[src/rtl/adder_pkg.sv]
// Shared definitions for the serial adder: FSM state encoding and the
// digit-counter width helper.
package adder_pkg;

  typedef enum logic [1:0] {
    IDLE = 2'd0,
    RUN  = 2'd1,
    DONE = 2'd2
  } state_t;

  // A single-digit configuration still needs a 1-bit counter.
  function automatic int cnt_width(input int width, input int digit);
    int w;
    w = $clog2(width / digit);
    return (w < 1) ? 1 : w;
  endfunction

endpackage

[src/rtl/serial_adder_fulladder.sv]
// Single-bit full-adder cell, the building block of the per-cycle ripple chain.
module fulladder (
  output logic s,
  output logic c,
  input  logic a,
  input  logic b,
  input  logic cin
);

  assign s = a ^ b ^ cin;
  assign c = (a & b) | (cin & (a ^ b));

endmodule

[src/rtl/serial_adder.sv]
// Multi-cycle adder: WIDTH-bit sum computed DIGIT bits per cycle, LSB first,
// through a registered carry, with a start/busy/done handshake.
module serial_adder
  import adder_pkg::*;
#(
  parameter int WIDTH = 8,
  parameter int DIGIT = 1
) (
  input  logic             clk,
  input  logic             rst_n,
  input  logic             start,
  input  logic [WIDTH-1:0] a,
  input  logic [WIDTH-1:0] b,
  input  logic             cin,
  output logic             busy,
  output logic             done,
  output logic [WIDTH-1:0] sum,
  output logic             cout,
  output logic             overflow
);

  localparam int STEPS = WIDTH / DIGIT;
  localparam int CW    = cnt_width(WIDTH, DIGIT);
  localparam logic [CW-1:0] LAST = CW'(STEPS - 1);

  if (WIDTH < 2 || (WIDTH % DIGIT) != 0) begin : g_bad_params
    $fatal(1, "serial_adder: WIDTH must be >= 2 and a multiple of DIGIT");
  end

  state_t           state;
  logic [WIDTH-1:0] a_q;
  logic [WIDTH-1:0] b_q;
  logic             carry_q;
  logic [CW-1:0]    count;
  logic [DIGIT:0]   chain;
  logic [DIGIT-1:0] digit_sum;

  assign chain[0] = carry_q;

  for (genvar i = 0; i < DIGIT; i++) begin : g_chain
    fulladder u_fa (
      .s   (digit_sum[i]),
      .c   (chain[i+1]),
      .a   (a_q[i]),
      .b   (b_q[i]),
      .cin (chain[i])
    );
  end

  // DONE accepts a new start exactly like IDLE so operations can run back to back.
  // chain[DIGIT-1] is the carry into the MSB cell on the final digit.
  always_ff @(posedge clk or negedge rst_n) begin
    if (!rst_n) begin
      state    <= IDLE;
      busy     <= 1'b0;
      done     <= 1'b0;
      sum      <= '0;
      cout     <= 1'b0;
      overflow <= 1'b0;
      count    <= '0;
      a_q      <= '0;
      b_q      <= '0;
      carry_q  <= 1'b0;
    end else begin
      done <= 1'b0;
      case (state)
        IDLE, DONE: begin
          if (start) begin
            state    <= RUN;
            busy     <= 1'b1;
            a_q      <= a;
            b_q      <= b;
            carry_q  <= cin;
            count    <= '0;
            sum      <= '0;
            cout     <= 1'b0;
            overflow <= 1'b0;
          end else begin
            state <= IDLE;
          end
        end
        RUN: begin
          sum     <= WIDTH'({digit_sum, sum} >> DIGIT);
          carry_q <= chain[DIGIT];
          a_q     <= a_q >> DIGIT;
          b_q     <= b_q >> DIGIT;
          count   <= count + 1'b1;
          if (count == LAST) begin
            state    <= DONE;
            busy     <= 1'b0;
            done     <= 1'b1;
            cout     <= chain[DIGIT];
            overflow <= chain[DIGIT-1] ^ chain[DIGIT];
          end
        end
        default: state <= IDLE;
      endcase
    end
  end

endmodule

[config.mk]
export PLATFORM = sky130hd
export DESIGN_NAME = serial_adder
export DESIGN_NICKNAME = d
export VERILOG_FILES = /design/src/rtl/adder_pkg.sv /design/src/rtl/serial_adder_fulladder.sv /design/src/rtl/serial_adder.sv
export SDC_FILE = /design/constraint.sdc
export NUM_CORES = 1
export LEC_CHECK = 0
export BUFFER_PORTS_ARGS = -buffer_cell sky130_fd_sc_hd__buf_2
export CORE_MARGIN = 5
export CORE_UTILIZATION = 45
export CTS_BUF_LIST = sky130_fd_sc_hd__clkbuf_16
export CTS_CLUSTER_SIZE = 12
export DETAILED_ROUTE_END_ITERATION = 7
export PLACE_DENSITY_LB_ADDON = 0.12
export SYNTH_ARGS = -nofsm -noshare
export SYNTH_HDL_FRONTEND = slang
export SYNTH_SLANG_ARGS = --single-unit
[constraint.sdc]
create_clock -name clk -period 1.69 [get_ports clk]
set_input_delay 0.338 -clock clk [delete_from_list [all_inputs] [get_ports clk]]
set_output_delay 0.338 -clock clk [all_outputs]
set_load 0.01 [all_outputs]
==> impl_metrics.env <==
export IMPL_numCtsBuffers=5
export IMPL_grt_util_all_layers_pct=14.4
export IMPL_slew_violations=0
export IMPL_core_area_mm2=0.00303
export IMPL_switching_share_pct=32.3
export IMPL_cp_required_ns=1.90
export IMPL_ctsHoldBuffers=0
export IMPL_via_per_inst=5.25
export IMPL_path_clk_slew_ns=0.05
export IMPL_seq_area_frac_synth_pct=60.6
export IMPL_worst_r2r_path_depth=3
export IMPL_drc_errors=0
export IMPL_syn_nets=127
export IMPL_setup_viol_count_final=0
export IMPL_cp_max_fo=28
export IMPL_leakage_nw=0.969
export IMPL_pwr_share_comb_pct=36.8
export IMPL_firstDrtPassIters=2
export IMPL_cts_sinks=34
export IMPL_fin_nets=161
export IMPL_reg2reg_to="count[0]"
export IMPL_die_area_mm2=0.00434
export IMPL_antenna_found_initial=0
export IMPL_cts_root_buf="clkbuf_16"
export IMPL_yosysWarnings=0
export IMPL_fmax_ghz=0.673
export IMPL_grt_pass1_vias=990
export IMPL_start_util_pct=46.4
export IMPL_syn_inst=104
export IMPL_hpwl_mm=1.86
export IMPL_wl_mm=2.67
export IMPL_drt_iter0_markers=67
export IMPL_cts_resized=0
export IMPL_crit_type="flip-flop to flip-flop"
export IMPL_area_delta_synth_final_pct=23.4
export IMPL_ys_types=19
export IMPL_clock_latency_ns=0.27
export IMPL_post_route_period_util_pct=87.9
export IMPL_grt_max_degree=29
export IMPL_worstMarginPinSlew_ns=0.605
export IMPL_ys_ff_latch=34
export IMPL_clk_path_buf_depth=2
export IMPL_htreeDepth=2
export IMPL_hold_viol=0
export IMPL_vias=956
export IMPL_grt_setup_unrepaired="no"
export IMPL_min_path_type="input pin to async pin"
export IMPL_post_cts_setup_buffers=0
export IMPL_drive_gt1_share_pct=30.4
export IMPL_critPathLaunchType="flip-flop"
export IMPL_finalPower_mw=3.52
export IMPL_wire_per_inst_um=14.7
export IMPL_intPower_mw=2.38
export IMPL_fin_setup_tns_ns=0
export IMPL_cp_arrival_ns=1.69
export IMPL_reg2reg_from="state[0]"
export IMPL_diodes=0
export IMPL_slew_headroom_pct=59.6
export IMPL_grt_pass1_wl_mm=4.62
export IMPL_synthesis_area_mm2=0.00140
export IMPL_die_x_um=65.9
export IMPL_finalCriticalPeriod_ns=1.49
export IMPL_fin_worst_skew_ns=0.00238
export IMPL_reg2reg_setup_slack_ns=0.20
export IMPL_maxCapViolations=0
export IMPL_power_switching_mw=1.13
export IMPL_grt_ovfl_total=0
export IMPL_outcome="finished clean"
export IMPL_synth_area_per_cell_um2=13.5
export IMPL_io_buffers=31
export IMPL_pwr_share_seq_pct=39.8
export IMPL_drtAntennaViolNets=0
export IMPL_place_gp_congestion=0.698
export IMPL_critPathCaptureType="flip-flop"
export IMPL_ir_drop_v=0.000723
export IMPL_power_share_clock_pct=23.3
export IMPL_row_count=20
export IMPL_p_per_area_mw_per_mm2=2030
export IMPL_chipHeight_um=65.9
export IMPL_io_pins=32
export IMPL_cts_tree="built"
==> cells in the mapped netlist <==
master    number  share of area, %
ha_1           2               1.8
nand3_1        3               1.1
xnor2_1        1              0.62
a22o_1        27                17
buf_4          1              0.53
dfrtp_1       34                61
and2b_4        1              0.71
buf_6          2               1.6
nor2_4         1              0.80
a21o_1        15               8.0
buf_2          4               1.4
inv_1          3              0.80
nor2b_1        1              0.45
mux2_2         1              0.80
nand3b_1       1              0.53
nand2b_1       1              0.45
fa_1           1               1.4
nand2_1        3              0.80
o21ai_0        2              0.71
==> sequential cells by signal (all words and copies together) (netlist names) <==
signal,flops
a_q,8
b_q,8
busy,1
carry_q,1
count,3
cout,1
done,1
overflow,1
state,2
sum,8
==> metrics by stage <==
stage                     cells  setup slack [ns]  util (%)  hold slack [ns]  instance area (um2)
after CTS                   182             0.197      57.2           0.0115                 1730
after global placement      175             0.242      52.8            0.295                 1600
after global routing        182             0.119      57.2           0.0228                 1730
final                       182             0.205      57.2         0.000953                 1730
after floorplan             104             0.353         -           0.0424                 1400
after detailed placement    175             0.208      52.8            0.302                 1600
==> critical path, stage by stage, from the launching register on <==
cell and delay (ns):
dfrtp_1 0.40, and2b_4 0.24, nor2_4 0.51, mux2_2 0.27
==> final cells by class <==
class / instances / area, um2
clock buffers: 5 / 125
clock inverters: 2 / 7.51
fillers: 260 / 1300
inverters: 3 / 11.3
multi-input cells: 60 / 492
flip-flops and latches: 34 / 851
well taps: 44 / 55.1
repair buffers: 34 / 190
==> how the worst max path moves through the flow <==
stage               startpoint        to
floorplan              carry_q   carry_q
global placement      state[0]  count[0]
detailed placement    state[0]  count[0]
CTS                   state[0]  count[0]
global route          state[0]  count[0]
finish                state[0]  count[0]
==> power by group through the flow <==
stage	logic [mW]	registers [mW]	clock network, mW
2_1_floorplan	1.01	1.42	0
3_3_place_gp	1.29	1.40	0
3_5_place_dp	1.32	1.42	0
4_1_cts	1.32	1.40	0.842
5_1_grt	1.45	1.45	0.888
6_report	1.30	1.40	0.820
==> logic make-up after synthesis <==
logic type	after synthesis	share of synthesized area, %
AO/OA/AOI/OAI	44	25.6
XOR/XNOR	1	0.624
adder cells (fa/ha/maj)	3	3.21
AND/OR/NAND/NOR	11	4.81
buffers and inverters	10	4.37
multiplexers	1	0.802
flip-flops	34	60.6
==> placed cells by master, fill, tap and decap left out, drive strengths merged, types with 2 or more instances in the layout <==
| cell type | netlist | final |
|---|---|---|
| ha | 2 | 2 |
| buf | 7 | 34 |
| a22o | 27 | 27 |
| inv | 3 | 5 |
| clkbuf | 0 | 5 |
| a21o | 15 | 15 |
| o21ai | 2 | 2 |
| nand3 | 3 | 3 |
| nand2 | 3 | 3 |
| dfrtp | 34 | 34 |
==> per-layer routing <==
layer	vias up	part of all wire (%)	GRT usage, %
met5	-	0	0
met4	0	1.7	6.22
met3	5	6.9	6.46
met2	24	47	21.8
met1	477	44	17.7
li1	450	-	-
No activity file was read; power rests on OpenSTA's default activity.
